`src/rtl/fetch_pkg.sv`:
```
// Shared types and constants for the instruction-fetch sequencer.
// Holds the FSM state encoding, default widths and the HLT match fields.
package fetch_pkg;

    typedef enum logic [1:0] {
        IDLE = 2'd0,
        WAIT = 2'd1,
        HOLD = 2'd2,
        HALT = 2'd3
    } state_t;

    localparam int DEF_AW = 12;
    localparam int DEF_IW = 16;

    localparam logic [1:0] HLT_OP = 2'b11;
    localparam logic [3:0] HLT_FN = 4'b1111;

endpackage

```
`src/rtl/fetch_seq.sv`:
```
// Instruction-fetch sequencer: owns the PC, fetches one instruction at a time,
// hands it to decode, squashes wrong-path fetches on jumps and stops on HLT.
module fetch_seq
    import fetch_pkg::*;
#(
    parameter int AW = DEF_AW,
    parameter int IW = DEF_IW
) (
    input  logic          clk,
    input  logic          rst_n,
    output logic          imem_req,
    output logic [AW-1:0] imem_addr,
    input  logic          imem_valid,
    input  logic [IW-1:0] imem_rdata,
    input  logic          ex_valid,
    input  logic          jflag,
    input  logic [AW-1:0] jdest,
    output logic          id_valid,
    input  logic          id_ready,
    output logic [IW-1:0] id_instr,
    output logic [AW-1:0] id_pc,
    output logic          halted
);

    state_t        state_reg, state_next;
    logic [AW-1:0] pc_reg, pc_next;
    logic          drop_reg, drop_next;
    logic [IW-1:0] id_instr_reg, id_instr_next;
    logic [AW-1:0] id_pc_reg, id_pc_next;
    logic          redirect;
    logic          is_hlt;

    assign redirect = ex_valid & jflag & (state_reg != HALT);
    assign is_hlt   = (id_instr_reg[15:14] == HLT_OP) && (id_instr_reg[7:4] == HLT_FN);

    always_ff @(posedge clk or negedge rst_n) begin
        if (!rst_n) begin
            state_reg    <= IDLE;
            pc_reg       <= '0;
            drop_reg     <= 1'b0;
            id_instr_reg <= '0;
            id_pc_reg    <= '0;
        end else begin
            state_reg    <= state_next;
            pc_reg       <= pc_next;
            drop_reg     <= drop_next;
            id_instr_reg <= id_instr_next;
            id_pc_reg    <= id_pc_next;
        end
    end

    always_comb begin
        state_next    = state_reg;
        pc_next       = pc_reg;
        drop_next     = drop_reg;
        id_instr_next = id_instr_reg;
        id_pc_next    = id_pc_reg;
        unique case (state_reg)
            IDLE: begin
                state_next = WAIT;
                // The request leaving this cycle carries the stale pc.
                if (redirect) begin
                    pc_next   = jdest;
                    drop_next = 1'b1;
                end
            end
            WAIT: begin
                if (!imem_valid) begin
                    if (redirect) begin
                        pc_next   = jdest;
                        drop_next = 1'b1;
                    end
                end else if (drop_reg || redirect) begin
                    drop_next  = 1'b0;
                    state_next = IDLE;
                    if (redirect) begin
                        pc_next = jdest;
                    end
                end else begin
                    id_instr_next = imem_rdata;
                    id_pc_next    = pc_reg;
                    pc_next       = pc_reg + AW'(1);
                    state_next    = HOLD;
                end
            end
            HOLD: begin
                if (redirect) begin
                    pc_next    = jdest;
                    state_next = IDLE;
                end else if (id_ready) begin
                    state_next = is_hlt ? HALT : IDLE;
                end
            end
            HALT: begin
                state_next = HALT;
            end
            default: begin
                state_next = IDLE;
            end
        endcase
    end

    assign imem_req  = rst_n && (state_reg == IDLE);
    assign imem_addr = pc_reg;
    assign id_valid  = (state_reg == HOLD) && !redirect;
    assign id_instr  = id_instr_reg;
    assign id_pc     = id_pc_reg;
    assign halted    = (state_reg == HALT);

endmodule

```
`config.mk`:
```
export PLATFORM = sky130hd
export DESIGN_NAME = fetch_seq
export DESIGN_NICKNAME = d
export VERILOG_FILES = /design/src/rtl/fetch_pkg.sv /design/src/rtl/fetch_seq.sv
export SDC_FILE = /design/constraint.sdc
export NUM_CORES = 1
export LEC_CHECK = 0
export CAP_MARGIN = 10
export CORE_ASPECT_RATIO = 0.6
export CORE_MARGIN = 5
export CORE_UTILIZATION = 40
export DETAILED_ROUTE_END_ITERATION = 8
export GPL_TIMING_DRIVEN = 0
export PLACE_DENSITY_LB_ADDON = 0.25
export REMOVE_ABC_BUFFERS = 1
export SLEW_MARGIN = 10
export SYNTH_ARGS = -nofsm -noshare
export SYNTH_HDL_FRONTEND = slang
export SYNTH_SLANG_ARGS = --single-unit
```
`constraint.sdc`:
```
create_clock -name clk -period 1.5 [get_ports clk]
set_input_delay 0.225 -clock clk [delete_from_list [all_inputs] [get_ports clk]]
set_output_delay 0.225 -clock clk [all_outputs]
set_load 0.03 [all_outputs]
```
==> impl_results.md, run 1 <==
- Status: finished, violations left
- Violated checks: negative setup slack
- Ys Warns: 0
- Post-synthesis xor/xnor area fraction: 0%
- Leakage: 1.636 nW
- Hold WC Path Type: input pin to flip-flop
- Standard-cell rows: 20
- Final worst-path cycle share: 106.6%
- Power Total: 0.008444 W
- Worst endpoint required time: 1.68 ns
- Max Cap Violations: 0
- CTS Buf Count: 5
- Ant. Diodes: 0
- Area share of fa/ha/maj cells after synthesis: 0.5834%
- CTS max path bufs: 2
- Worst R2R Start: state_reg[0]
- DR vias: 2,204
- Total GRT Usage: 20.13%
- PnR worst setup slack: -0.09969 ns
- Slew headroom: 61.12%
- Die Span Y: 66.72 um
- Setup Crit Path Kind: flip-flop to flip-flop
- Max reg flops: 16
- VDD IR max: 0.001213 V
- CTS tree: yes
- Initial antenna violation count: 0
- Vias in the first global route: 2,011
- Top cell type by total area after synthesis: dfrtp_1
- Arr. time, crit path: 1.78 ns
- Boundary Pins: 77
- Post-DR vias/cell: 5.846
- Slew Limit Fails: 0
- Worst Max-Slew Pin Slew: 0.5813 ns
- Top area cells in the synthesized netlist: dfrtp_1 50%, mux2_2 14%, nand2_1 3.3%, a21oi_1 2.6%, o21ai_0 2.6%
- Mean post-synth cell area: 11.11 um^2
- Final setup skew: 0.003209 ns
- Reg2Reg Depth: 6
- Cells after synthesis: 193
- DRT antenna net count: 0
- Global-route wire length before repair: 10.99 mm
- Effective utilization at floorplan: 41.80%
- Post-DP HPWL: 4.093 mm
- Yosys reg bits: 43
- Number of cells after detailed placement: 326
- RSZ-0062 raised after global routing: true
- Fin crit period: 1.600 ns
- Worst Hold Launch: imem_valid
- CTS sink cnt: 43
- WL per Instance: 20.64 um
- DRC Markers: 0
- Die Wd: 104.5 um
- Clk Latency, worst-skew pair: 0.30 ns
- Final Net Count: 345
- Htree depth: 2
- Worst-path clk slew: 0.08 ns
- PD cells: 2258 nW/um^2
- Number of synthesized flops with an enable pin: 0
- Hold EP: drop_reg
- Core area: 5130 um^2
- Share of layout cells above drive strength 1: 41.16%
- Crit. End Element: flip-flop
- RD Place Congestion: 0.8540
- Area share of the largest cell type after synthesis: 50.18%
- Largest net degree at the start of global routing: 32
- Simple-Gate Fraction of Synth Area: 13.48%
- Fmax: 625.1 MHz
- DIE AREA: 6974 um^2
- Syn Std Cell Area: 2145 um^2
- Multiplexer share of the synthesized area: 15.52%
- Critical path launch point type: flip-flop
- Flop2flop setup slack: -0.1 ns
- Endpoints failing setup: 34
- Final non-filler cell total: 377
- Area Growth Syn to Fin: 74.39%
- Cell variety after synth: 45
- First drt pass iteration count: 5
- Compound-Gate Fraction of Synth Area: 17.09%
- Grt ovf: 0
- Critical Path Fanout Max: 5
- DRT Wirelength: 7.781 mm
- PortBufs: 76
- CTS Root Cell: clkbuf_8
- Register area share after synthesis: 50.18%
- Most common cell after layout, fill and taps aside: dlygate4sd2_1
- WHS Path Cells: 2
- Hold Vio Cnt, Final: 0
- Most used DFF post-synth: dfrtp_1
- Reg2reg end: imem_addr[4]
- Largest family of logic cells by synthesized area: compound AO/OA/AOI/OAI gates
- Most frequent cells in the layout: 39 x dlygate4sd2_1, 36 x dfrtp_1, 29 x clkdlybuf4s50_1, 22 x buf_4
- Post-synthesis async set-or-reset flop share: 100.0%
- Initial DRC count: 96
-- metrics by stage --
step / worst slack (ns) / cell area [um^2] / hold WS (ns) / utilization (%) / TNS [ns]
after floorplan: -0.2528 / 2096 / -0.07059 / - / -3.964
after global placement: -1.866 / 2939 / 0.4626 / 57.29 / -77.39
after detailed placement: -0.8601 / 2954 / 0.1452 / 57.59 / -33.06
after CTS: -0.1491 / 3476 / 0.3040 / 67.76 / -0.8002
after global routing: -0.1492 / 3740 / 0.3308 / 72.90 / -3.525
final: -0.09969 / 3740 / 0.3269 / 72.90 / -2.011
-- final cells by class --
| type | instances | area, um^2 |
|---|---|---|
| Inverter | 5 | 26.28 |
| Fill cell | 362 | 1390 |
| Multi-Input combinational cell | 137 | 1299 |
| Tap cell | 66 | 82.58 |
| Timing Repair Buffer | 118 | 1162 |
| Clock inverter | 2 | 12.51 |
| Sequential cell | 43 | 1085 |
| Clock buffer | 6 | 72.57 |
-- synth_stat cells (all sizes together), types with 3 or more instances --
cell    number
a211oi       4
nor3         6
mux2i        4
nand2       19
a21oi       11
nor4         3
nor2         6
o21ai       12
mux2        26
buf          5
clkbuf       5
a31oi        4
nand3        6
o22ai        4
inv          4
o221ai       3
dfrtp       43
-- cells by family after synthesis --
group	Yosys count
muxes	30
adders and majority gates	1
buffers and inverters	15
and+or+nand+nor	51
DFF	43
AOI/OAI and AO/OA	53
-- power by group --
group	total, W	internal, W	switching, W
Sequential	0.00236	0.00175	0.000610
Clock	0.000735	0.000326	0.000409
Combinational	0.00534	0.00236	0.00299
-- how the worst max path moves through the flow --
stage | cells past startpoint | startpoint | end
3_5_place_dp | 4 | ex_valid | id_instr[9]
4_1_cts | 4 | state_reg[0] | halted
2_1_floorplan | 5 | imem_addr[0] | imem_addr[10]
5_1_grt | 6 | drop_reg | imem_addr[7]
6_report | 6 | state_reg[0] | imem_addr[4]
3_3_place_gp | 3 | rst_n | imem_req
-- per-layer routing --
| metal | share of wire (%) | routed length, um | vias up | track usage, % |
|---|---|---|---|---|
| li1 | - | - | 965 | - |
| met5 | 0 | 0 | - | 0 |
| met4 | 1.7 | 130 | 0 | 5.170 |
| met1 | 45 | 3505 | 1071 | 30.41 |
| met3 | 8.9 | 696 | 21 | 4.937 |
| met2 | 44 | 3448 | 147 | 28.39 |
-- worst max-delay path: stages, from the launching register on --
cell	delay (ns)
dfrtp_2	0.44
and3b_2	0.28
buf_6	0.12
a21boi_4	0.28
buf_6	0.15
a31oi_2	0.08
a2bb2oi_1	0.14
-- repair_timing --
item | in CTS | in global routing
setup endpoints to repair | 83 | 44
buffers inserted | 30 | 7
pin swaps | 8 | 18
hold buffers | 2 | 0
gates cloned | 4 | 0
gates resized for setup | 105 | 50
hold endpoints to repair | 12 | 0
No activity file was read; power rests on OpenSTA's default activity.
==> run 2, diff against run 1 <==
- REMOVE_ABC_BUFFERS: 1 -> unset
==> run 2 against run 1 <==
  * The run still ends with negative setup slack left
  * Clock skew increased by 0.0045 ns
  * Routed wire length decreased by 15%
  * Critical path depth unchanged
  * Via count decreased by 7.3%
  * Total power decreased by 10%
  * Non-clock buffer count decreased by 9
  * Setup slack improved by 0.023 ns
  * Clock-buffer cell count increased by 1
  * First-iteration DRC count increased by 130%
  * Global-route usage decreased by 0.71 points
  * Final area decreased by 8.6%
  * Register-to-register slack improved by 0.02 ns
==> impl_results.md, run 2 (same netlist as run 1, synthesis figures left out) <==
- Most frequent cells in the layout: 40 x dlygate4sd2_1, 35 x dfrtp_1, 29 x clkdlybuf4s50_1, 24 x mux2_2, 22 x buf_4
- Fin util: 66.61% (-6.3 points)
- Violated checks: negative setup slack
- RSZ-0062 raised after global routing: true
- Setup Crit Path Kind: flip-flop to flip-flop
- Endpoints failing setup: 14 (-59%)
- Post-DP HPWL: 4.606 mm (+13%)
- Vias in the first global route: 2,066 (+2.7%)
- DR vias: 2,043 (-7.3%)
- Grt ovf: 0 (unchanged)
- Post-DR vias/cell: 5.582 (-4.5%)
- Hold WC Path Type: input pin to flip-flop
- CTS max path bufs: 2 (unchanged)
- Pre-CTS setup slack: -0.6246 ns (+0.2355 ns)
- Hold Vio Cnt, Final: 0 (unchanged)
- Status: finished, violations left
- Final non-filler cell total: 366 (-2.9%)
- CTS tree: yes
- CTS Root Cell: clkbuf_8
- Area Growth Syn to Fin: 59.34%
- Die Wd: 104.5 um (unchanged)
- WL per Instance: 18.05 um (-13%)
- DRT Wirelength: 6.605 mm (-15%)
- Largest net degree at the start of global routing: 33 (+3.1%)
- CP Cell Sequence: and3b_1 > buf_6 > nand3_4 > buf_4 > buf_8 > mux2_2
- Worst Hold Launch: imem_valid
- Setup crit start: state_reg[0]
- Boundary Pins: 77 (unchanged)
- RD Place Congestion: 0.8463 (-0.90%)
- Leakage: 1.494 nW (-8.7%)
- Effective utilization at floorplan: 41.80% (unchanged)
- PD cells: 2220 nW/um^2 (-1.7%)
- First drt pass iteration count: 4 (-1)
- PortBufs: 76 (unchanged)
- Initial DRC count: 220 (+130%)
- CTS Buf Count: 5 (unchanged)
- Final worst-path cycle share: 105.1% (-1.5 points)
- Die Span Y: 66.72 um (unchanged)
- Htree depth: 2 (unchanged)
- Share of layout cells above drive strength 1: 33.33% (-7.8 points)
- Final setup skew: 0.007741 ns (+0.004533 ns)
- Slowest cell delay on critical path: 0.41 ns (-0.03 ns)
- Clk Latency, worst-skew pair: 0.30 ns (about the same)
- Worst endpoint required time: 1.69 ns (about the same)
- Worst Max-Slew Pin Slew: 0.5558 ns (-0.02550 ns)
- DRT antenna net count: 0 (unchanged)
- Total GRT Usage: 19.42% (-0.71 points)
- Power Total: 0.007585 W (-10%)
- CTS sink cnt: 43 (unchanged)
- Worst R2R Start: state_reg[0]
- Final Net Count: 334 (-3.2%)
- Core area: 5130 um^2 (unchanged)
- Slowest cell on the critical path: dfrtp_1
- Largest delay share family, worst path: flip-flops
- Max reg flops: 16 (unchanged)
- Number of cells after detailed placement: 336 (+3.1%)
- Critical path buffers and inverters: 3 (+1)
- Worst-path clk slew: 0.09 ns (about the same)
- Critical Path Fanout Max: 7 (+2)
- Global-route wire length before repair: 10.83 mm (-1.5%)
- Initial antenna violation count: 0 (unchanged)
- Syn_nets: 228
- Crit. End Element: flip-flop
- VDD IR max: 0.001073 V (-12%)
- PnR worst setup slack: -0.07680 ns (+0.02289 ns)
- Most common cell after layout, fill and taps aside: dlygate4sd2_1
- Ant. Diodes: 0 (unchanged)
- Flop2flop setup slack: -0.08 ns (+0.02 ns)
- Critical path launch point type: flip-flop
- Slew Limit Fails: 0 (unchanged)
- Max Cap Violations: 0 (unchanged)
- Fin crit period: 1.577 ns (-0.02289 ns)
- Standard-cell rows: 20 (unchanged)
- Slew headroom: 62.95% (+1.8 points)
- DRC Markers: 0 (unchanged)
- Arr. time, crit path: 1.76 ns (-0.02 ns)
- DIE AREA: 6974 um^2 (unchanged)
- Fmax: 634.2 MHz (+1.5%)
[run 2: report_power, final]
| group | internal (W) | switching [W] | leakage, nW |
|---|---|---|---|
| registers | 0.00176 | 0.000521 | 0.496 |
| logic | 0.00184 | 0.00263 | 0.948 |
| clock network | 0.000420 | 0.000423 | 0.0505 |
[run 2: area by class of cell]
| type | instances | area, um^2 |
|---|---|---|
| fillers | 426 | 1713 |
| multi-input cells | 135 | 1095 |
| flip-flops and latches | 43 | 1086 |
| repair buffers | 100 | 940.9 |
| clock buffers | 7 | 96.34 |
| plain buffers | 9 | 88.84 |
| well taps | 66 | 82.58 |
| inverters | 5 | 20.02 |
| clock inverters | 1 | 7.507 |
[run 2: through the flow]
step	hold WS [ns]	cell area, um^2	TNS [ns]
4_1_cts	0.3114	3312	-1.396
3_3_place_gp	0.4605	3017	-59.43
6_report	0.3182	3417	-0.8292
5_1_grt	0.3602	3417	-2.510
3_5_place_dp	0.1401	3032	-15.32
2_1_floorplan	-0.07059	2173	-0.02095
[run 2: timing repair]
| action | in CTS | in global routing |
|---|---|---|
| setup buffers | 8 | 12 |
| endpoints found under the setup margin | 74 | 49 |
| hold buffers | 2 | 0 |
| pin swaps | 0 | 3 |
| hold endpoints to repair | 11 | 0 |
| gates cloned | 2 | 0 |
| gates resized for setup | 86 | 29 |
[run 2: final timing paths]
| check | endpoint | cells after the start |
|---|---|---|
| max | id_instr[12] | 6 |
| min | state_reg[0] | 2 |
| max reg2reg | id_instr[12] | 6 |
| min reg2reg | id_pc[11] | 2 |
| max in group asynchronous | imem_addr[10] | 3 |
| min in group asynchronous | imem_addr[0] | 3 |
[run 2: worst reg2reg max path, cell delays in order, from the launching register on]
cell     delay, ns
dfrtp_1       0.41
and3b_1       0.20
buf_6         0.14
nand3_4       0.14
buf_4         0.14
buf_8         0.11
mux2_2        0.33
[run 2: per-layer routing]
| metal | vias to the layer above | routed length [um] | global-route usage [%] |
|---|---|---|---|
| met5 | - | 0 | 0 |
| met4 | 0 | 50 | 3.069 |
| met1 | 1005 | 3010 | 27.11 |
| met3 | 8 | 541 | 5.905 |
| li1 | 940 | - | - |
| met2 | 90 | 3003 | 30.28 |
==> run 3, diff against run 2 <==
- CORE_UTILIZATION: 40 -> 45
- DONT_BUFFER_PORTS: unset -> 1
- clock period: 1.5 -> 1.7 ns (I/O delays scaled with it)
==> run 3 against run 2 <==
  * The flow now finishes without violations
  * Clock power decreased by 16%
  * Global-route usage about the same
  * Routed wire length decreased by 12%
  * Largest cell class is now registers
==> impl_results.md, run 3 (same netlist as run 1, synthesis figures left out) <==
- Final non-filler cell total: 267 (-27%)
- DRT antenna net count: 0 (unchanged)
- Post-DP HPWL: 4.313 mm (-6.4%)
- Reg2Reg Depth: 5 (-1)
- Setup tns final: 0 ns (+0.8292 ns)
- Area Growth Syn to Fin: 13.77%
- CTS Buf Count: 5 (unchanged)
- Finished Cell Area: 2440 um^2 (-29%)
- Boundary Pins: 77 (unchanged)
- Final setup skew: 0.01138 ns (+0.003638 ns)
- WHS Path Cells: 1 (-1)
- Largest net degree at the start of global routing: 44 (+33%)
- CTS Root Cell: clkbuf_8
- DIE AREA: 6292 um^2 (-9.8%)
- Vias in the first global route: 1,689 (-18%)
- Setup crit start: imem_addr[0]
- Crit. End Element: flip-flop
- Syn_nets: 228 (unchanged)
- Arr. time, crit path: 1.86 ns (+0.10 ns)
- Ant. Diodes: 0 (unchanged)
- PD cells: 2300 nW/um^2 (+3.6%)
- Reg2reg end: imem_addr[8]
- Most common cell after layout, fill and taps aside: dfrtp_1
- PortBufs: 0 (-100%)
- Status: completed
- Max reg flops: 16 (unchanged)
- Global-route wire length before repair: 9.577 mm (-12%)
- Slew headroom: 64.38% (+1.4 points)
- RSZ-0062 raised after global routing: false
- Leakage: 0.9576 nW (-36%)
- Initial DRC count: 129 (-41%)
- Number of cells after detailed placement: 256 (-24%)
- Fin crit period: 1.637 ns (+0.06042 ns)
- CTS sink cnt: 43 (unchanged)
- Worst endpoint required time: 1.92 ns (+0.23 ns)
- Fmax: 610.8 MHz (-3.7%)
- Most frequent cells in the layout: 36 x dfrtp_1, 26 x mux2_2, 19 x nand2_1, 11 x a21oi_1, 10 x o21ai_0
- VDD IR max: 0.0009098 V (-15%)
- Critical Path Fanout Max: 7 (unchanged)
- Filler instances: 391 (-8.2%)
- Flop2flop setup slack: 0.06 ns (+0.14 ns)
- Total GRT Usage: 19.41% (about the same)
- Final Net Count: 238 (-29%)
- CTS tree: yes
- Grt ovf: 0 (unchanged)
- Die Wd: 99.12 um (-5.2%)
- Fin Hold WS: 0.06756 ns (-0.2506 ns)
- Setup Crit Path Kind: flip-flop to flip-flop
- Hold WC Path Type: input pin to flip-flop
- DRC Markers: 0 (unchanged)
- Slowest cell on the critical path: dfrtp_2
- CTS max path bufs: 2 (unchanged)
- Hold EP: drop_reg
- WL per Instance: 21.69 um (+20%)
- Share of layout cells above drive strength 1: 31.86% (-1.5 points)
- Critical path launch point type: flip-flop
- Hold Vio Cnt, Final: 0 (unchanged)
- Slowest cell delay on critical path: 0.57 ns (+0.16 ns)
- Clk Latency, worst-skew pair: 0.29 ns (about the same)
- Endpoints failing setup: 0 (-14)
- Worst-path clk slew: 0.08 ns (about the same)
- Standard-cell rows: 19 (-5.0%)
- Post-DR vias/cell: 6.116 (+9.6%)
- DRT Wirelength: 5.791 mm (-12%)
- Slew Limit Fails: 0 (unchanged)
- First drt pass iteration count: 4 (unchanged)
- Worst Max-Slew Pin Slew: 0.5343 ns (-0.02143 ns)
- Worst Hold Launch: imem_valid
- Final worst-path cycle share: 96.31% (-8.8 points)
- Core area: 4588 um^2 (-11%)
- RD Place Congestion: 0.9019 (+6.6%)
- DR vias: 1,633 (-20%)
- Cell Area, Placed: 2226 um^2 (-27%)
- Max Cap Violations: 0 (unchanged)
- CP Cell Sequence: ha_4 > nand3_4 > or3_1 > a21oi_1 > o22a_1
- Worst R2R Start: imem_addr[0]
- Htree depth: 2 (unchanged)
- Initial antenna violation count: 0 (unchanged)
- Effective utilization at floorplan: 46.74% (+4.9 points)
- Die Span Y: 63.48 um (-4.9%)
==> run 3: stage by stage <==
stage | utilization (%) | power (W) | setup WS (ns)
after floorplan | - | 0.004203 | 0.08678
after global placement | 48.51 | 0.004620 | -0.09739
after detailed placement | 48.51 | 0.004711 | -0.1299
after CTS | 52.33 | 0.005528 | 0.02093
after global routing | 53.18 | 0.005946 | 0.003706
final | 53.18 | 0.005613 | 0.06278
==> run 3: how the worst max path moves through the flow <==
stage / cells after the start / slack (ns) / end
4_1_cts: 2 / 0.02 / imem_req
2_1_floorplan: 5 / 0.09 / imem_addr[10]
3_5_place_dp: 5 / -0.13 / imem_addr[10]
5_1_grt: 3 / 0.004 / id_valid
3_3_place_gp: 5 / -0.1 / imem_addr[10]
6_report: 5 / 0.06 / imem_addr[8]
==> run 3: layout make-up <==
class | instances | area (um^2) | area share [%]
Inverter | 5 | 22.52 | 0.9231
Tap cell | 63 | 78.83 | 3.231
Multi-Input combinational cell | 135 | 1061 | 43.49
Clock buffer | 8 | 100.1 | 4.103
Timing Repair Buffer | 3 | 37.54 | 1.538
Sequential cell | 43 | 1085 | 44.46
Buffer | 10 | 55.05 | 2.256
==> run 3: where the power goes <==
group	switching [W]	total (W)	internal (W)
sequential	0.00155	0.00308	0.00153
combinational	0.00102	0.00182	0.000800
clock	0.000334	0.000705	0.000371
total	0.00291	0.00561	0.00270
==> run 3: per-layer routing <==
metal / track usage (%) / part of all wire [%] / vias to the layer above
met3: 7.166 / 11 / 5
li1: - / - / 748
met5: 0 / 0 / -
met4: 5.451 / 0.76 / 0
met2: 29.35 / 47 / 77
met1: 26.17 / 41 / 803
==> run 3: critical path: cells and delay by family (launching register included) <==
family | cells | cell delay [ns]
adders and majority gates | 1 | 0.22
AOI/OAI and AO/OA | 2 | 0.31
and+or+nand+nor | 2 | 0.47
DFF | 1 | 0.57
==> run 3: repair_timing <==
item / 4_1_cts / 5_1_grt
endpoints found under the setup margin: 6 / 15
hold buffers: 2 / 0
hold endpoints to repair: 43 / 0
cloned: 0 / 0
pin swaps: 1 / 3
buffers inserted: 0 / 1
gates resized for setup: 13 / 12
==> edit 1: new RTL, settings of run 1 <==
Re-encode `state_t` (4 states) as one-hot, 4 bits wide.
--- a/src/rtl/fetch_pkg.sv
+++ b/src/rtl/fetch_pkg.sv
@@ -3,9 +3,9 @@
 package fetch_pkg;
 
-    typedef enum logic [1:0] {
-        IDLE = 2'd0,
-        WAIT = 2'd1,
-        HOLD = 2'd2,
-        HALT = 2'd3
+    typedef enum logic [3:0] {
+        IDLE = 4'b0001,
+        WAIT = 4'b0010,
+        HOLD = 4'b0100,
+        HALT = 4'b1000
     } state_t;
 
Check against the original RTL: same outputs for any inputs over 10 cycles, from zero or initial values and one cycle with rst_n low; not proved beyond that.
==> edit 1 against run 1 <==
  * The run still ends with setup timing left
  * Wire length is 0.45% higher
  * Critical path depth is 1 lower
  * Worst setup slack worse by 0.19 ns
  * Maximum frequency is 11% lower
  * Sequential cell count is 2 higher
  * Hold slack better by 0.17 ns
  * Die area is 7.9% higher
  * Design area is 6.1% higher
  * Synthesized cell count is 5.2% higher
  * Via count is 1.5% higher
  * Power is 1.6% lower
  * Area after synthesis is 9.0% higher
  * Critical endpoint is now imem_addr[10]
  * Largest cell class unchanged
==> edit 1: results (changes against run 1) <==
| Metric | Value |
|---|---|
| Routed Wire Length | 7820 um (+0.45%) |
| Met2 routed wirelength | 3610 um (+4.6%) |
| Met3 wire length | 620 um (-11%) |
| DRT met1 WL | 3450 um (-1.6%) |
| WHS Endpoint | id_pc[5] |
| Critical path data arrival time | 2.02 ns (+0.24 ns) |
| Via count | 2238 (+1.5%) |
| Synthesized area divided by synthesized cell count | 11.5 um^2 (+3.7%) |
| Net count of the finished layout | 357 (+3.5%) |
| Crit path time final | 1.79 ns (+0.194 ns) |
| Final setup violation count | 47 (+38%) |
| Worst clock skew | 0.00852 ns (+0.00531 ns) |
| Top area cells in the synthesized netlist | sky130_fd_sc_hd__dfrtp_1 47%, sky130_fd_sc_hd__mux2_2 6.7%, sky130_fd_sc_hd__mux2_1 3.9% |
| Most numerous cell types in the synthesized netlist | 44 x sky130_fd_sc_hd__dfrtp_1, 14 x sky130_fd_sc_hd__mux2_2, 11 x sky130_fd_sc_hd__nor3_1 |
| Setup Slack @ Placement | -1.06 ns (-0.202 ns) |
| Half-perimeter wire length after detailed placement | 4410 um (+7.6%) |
| Violations in the final reports | setup timing |
| Result of the run | complete, but fails checks |
| Overall fraction of global-route tracks in use | 0.194 (-0.00716) |
| Post-synthesis compound-gate area fraction | 0.148 (-0.0227) |
| Final setup TNS | -10.10 ns (-8.09 ns) |
| Register-to-Register Path Depth | 5 (-1) |
| Worst path setup slack after routing | -0.294 ns (-0.194 ns) |
| CP peak stage delay | 0.52 ns (+0.08 ns) |
| Met1 Use GR | 0.263 (-0.0414) |
| P_leak | 1.72 nW (+5.3%) |
| Adder and majority cell fraction of the synthesized area | 0.00535 (-0.000484) |
| Layout cell share with drive strength beyond 1 | 0.415 (+0.00329) |
| Global-route wire length before repair | 11400 um (+3.9%) |
| Maximum fanout along the worst path | 8 (+3) |
| Post-synth cell types | 53 (+18%) |
| Area Growth Syn to Fin | 69.7% |
| First-pass iteration count of the detailed router | 4 (-1) |
| Hold Worst Slack | 0.498 ns (+0.171 ns) |
edit 1: cell types whose count changed in the layout (fill, tap and decap cells not counted), moves of 4 or more:
cell / change
sky130_fd_sc_hd__a21oi_1: -6
sky130_fd_sc_hd__nand2_1: -6
sky130_fd_sc_hd__o211ai_1: +4
sky130_fd_sc_hd__o21ai_1: +4
sky130_fd_sc_hd__mux2_4: +7
sky130_fd_sc_hd__buf_6: +8
sky130_fd_sc_hd__or2_4: +4
sky130_fd_sc_hd__mux2_2: -7
sky130_fd_sc_hd__o21ai_0: -4
edit 1: repair_timing:
action,CTS,global route
endpoints found under the setup margin,87,49
gates cloned,2,2
gates resized for setup,103,60
pin swaps,14,16
endpoints found under the hold margin,17,0
buffers inserted,27,15
hold buffers,2,0
edit 1: where the power goes:
part / internal, W / switching (W) / leakage [nW]
clock: 0.000324 / 0.000420 / 0.0450
sequential: 0.00180 / 0.000577 / 0.530
combinational: 0.00244 / 0.00275 / 1.15
total: 0.00456 / 0.00374 / 1.72
edit 1: cells by family after synthesis:
| family | after synthesis |
|---|---|
| fa+ha+maj | 1 |
| compound gates | 48 |
| flops | 45 |
| simple gates | 55 |
| buf+inv | 20 |
| xor+xnor | 3 |
| mux | 31 |
edit 1: worst max path at each step:
stage / start / to
final: state_reg[2] / imem_addr[10]
after global routing: state_reg[2] / imem_addr[10]
after CTS: state_reg[0] / id_instr[5]
after detailed placement: imem_valid / id_instr[5]
after global placement: rst_n / imem_req
after floorplan: state_reg[2] / imem_addr[2]
edit 1: cell type report:
type,count,area share
sequential,45,0.286
inverter,7,0.00725
clock inverter,2,0.00252
multi-input combinational,140,0.356
clock buffer,6,0.0183
tap,80,0.0252
timing repair buffer,123,0.305
==> edit 2: new RTL, flow settings as in run 1 <==
Made on the original files. The package constant `DEF_AW` goes from 12 to 11.
--- a/src/rtl/fetch_pkg.sv
+++ b/src/rtl/fetch_pkg.sv
@@ -10,5 +10,5 @@
     } state_t;
 
-    localparam int DEF_AW = 12;
+    localparam int DEF_AW = 11;
     localparam int DEF_IW = 16;
 
Interface: changed (resized id_pc, imem_addr and jdest); port bits go from 77 to 74. No check against the original RTL was run, so the function may have changed too.
==> edit 2 against run 1 <==
  * The flow still finishes with violations (setup timing)
  * Design area down 5.7%
  * Worst setup slack lost 0.027 ns
  * Sequential cell count decreased by 2
  * Wire length fell by 10%
  * Sequential share of layout area is 0.48 points higher
  * Power is 9.8% lower
  * Clock power up 11%
  * Area after synthesis is 2.6% lower
  * Largest cell class is now non-clock buffers
==> edit 2: results (changes against run 1) <==
| Metric | Value |
|---|---|
| Routed Wire Length | 6980 um (-10%) |
| Synthesized area divided by synthesized cell count | 9.37 um^2 (-16%) |
| Most numerous cell types in the synthesized netlist | 65 x sky130_fd_sc_hd__nand2_1, 41 x sky130_fd_sc_hd__dfrtp_1, 12 x sky130_fd_sc_hd__mux2_2 |
| Endpoint of the most critical register-to-register path | imem_addr[5] |
| CP peak stage delay | 0.52 ns (+0.08 ns) |
| Worst path setup slack after routing | -0.127 ns (-0.0275 ns) |
| Share of synthesized area occupied by flip-flops and latches | 0.491 (-0.0107) |
| Met3 wire length | 591 um (-15%) |
| Inst Count DP | 353 (+8.3%) |
| Number of port buffers | 73 (-3.9%) |
| Slew at the pin with the worst max-slew slack | 0.609 ns (+0.0280 ns) |
| Largest net degree at the start of global routing | 29 (-9.4%) |
| Violations in the final reports | setup timing |
| Critical path data arrival time | 1.82 ns (+0.04 ns) |
| Maximum fanout along the worst path | 4 (-1) |
| Placed cell areas | 0.00289 mm^2 (-2.2%) |
| Number of global-route vias before repair | 2212 (+10%) |
| PostCTS Resize Cnt | 86 (-18%) |
| Result of the run | complete, but fails checks |
| Post-synth cell types | 48 (+6.7%) |
| Via density per instance | 5.43 (-7.2%) |
| Final setup violation count | 10 (-71%) |
| WL/cell | 17.3 um (-16%) |
| Worst clock skew | 0.00230 ns (-0.000912 ns) |
| Crit path max-delay cell type | sky130_fd_sc_hd__dfrtp_4 |
| Half-perimeter wire length after detailed placement | 4110 um (+0.43%) |
| Met1 Use GR | 0.296 (-0.00852) |
| Global-route wire length before repair | 11100 um (+0.95%) |
| Hold Worst Slack | 0.381 ns (+0.0546 ns) |
| Layout cell share with drive strength beyond 1 | 0.340 (-0.0713) |
| Overall fraction of global-route tracks in use | 0.213 (+0.0121) |
| Cell family with most CP delay | flip-flops |
| Grt met2 use | 0.325 (+0.0412) |
| DRC violation total after the first TritonRoute iteration | 114 (+19%) |
| Origin of the critical flop-to-flop path | state_reg[1] |
| Net count of the finished layout | 371 (+7.5%) |
| DRT met1 WL | 3220 um (-8.1%) |
| Met2 routed wirelength | 3060 um (-11%) |
| Top area cells in the synthesized netlist | sky130_fd_sc_hd__dfrtp_1 49%, sky130_fd_sc_hd__nand2_1 12%, sky130_fd_sc_hd__mux2_2 6.5% |
| Final setup TNS | -0.670 ns (+1.34 ns) |
| Buffers inserted by post-CTS timing repair | 25 (-17%) |
==> edit 2: cell count changes in the layout (fill, tap and decap cells not counted), sizes merged, moves of 3 or more <==
cell / before / now
mux2: 26 / 12
o22ai: 4 / 7
a31oi: 4 / 0
buf: 43 / 47
o21ai: 12 / 4
nor2: 6 / 12
a21oi: 11 / 7
nand2: 19 / 67
o221ai: 3 / 0
==> edit 2: area by class of cell <==
class / instances / area, um^2 / area share
Clock buffer: 7 / 96.3 / 0.0273
Sequential cell: 41 / 1040 / 0.295
Clock inverter: 1 / 5.00 / 0.00142
Timing Repair Buffer: 118 / 1150 / 0.325
Multi-Input combinational cell: 168 / 1140 / 0.325
Inverter: 3 / 11.3 / 0.00319
Tap cell: 66 / 82.6 / 0.0234
==> edit 2: worst max-delay path by stage <==
stage | startpoint | endpoint | slack, ns | cells after the start
final | state_reg[1] | imem_addr[5] | -0.13 | 6
after floorplan | state_reg[1] | imem_addr[5] | -0.67 | 4
after global routing | state_reg[1] | imem_addr[5] | -0.15 | 6
after detailed placement | ex_valid | imem_addr[5] | -1.10 | 6
after global placement | rst_n | imem_req | -1.83 | 3
after CTS | state_reg[1] | imem_addr[0] | -0.12 | 5
==> edit 2: cells by family (layout without fill, tap and decap cells) <==
kind of cell	Yosys count	after routing	share of synthesized area
adder cells (fa/ha/maj)	1	1	0.00599
multiplexers	15	15	0.0790
flip-flops	41	41	0.491
buffers and inverters	14	129	0.0317
AO/OA/AOI/OAI	39	39	0.136
AND/OR/NAND/NOR	113	113	0.256
==> edit 2: report_power, final <==
group | internal (W) | switching [W] | total, W
registers | 0.00167 | 0.000504 | 0.00217
clock network | 0.000416 | 0.000401 | 0.000817
logic | 0.00201 | 0.00262 | 0.00462
total | 0.00409 | 0.00352 | 0.00761
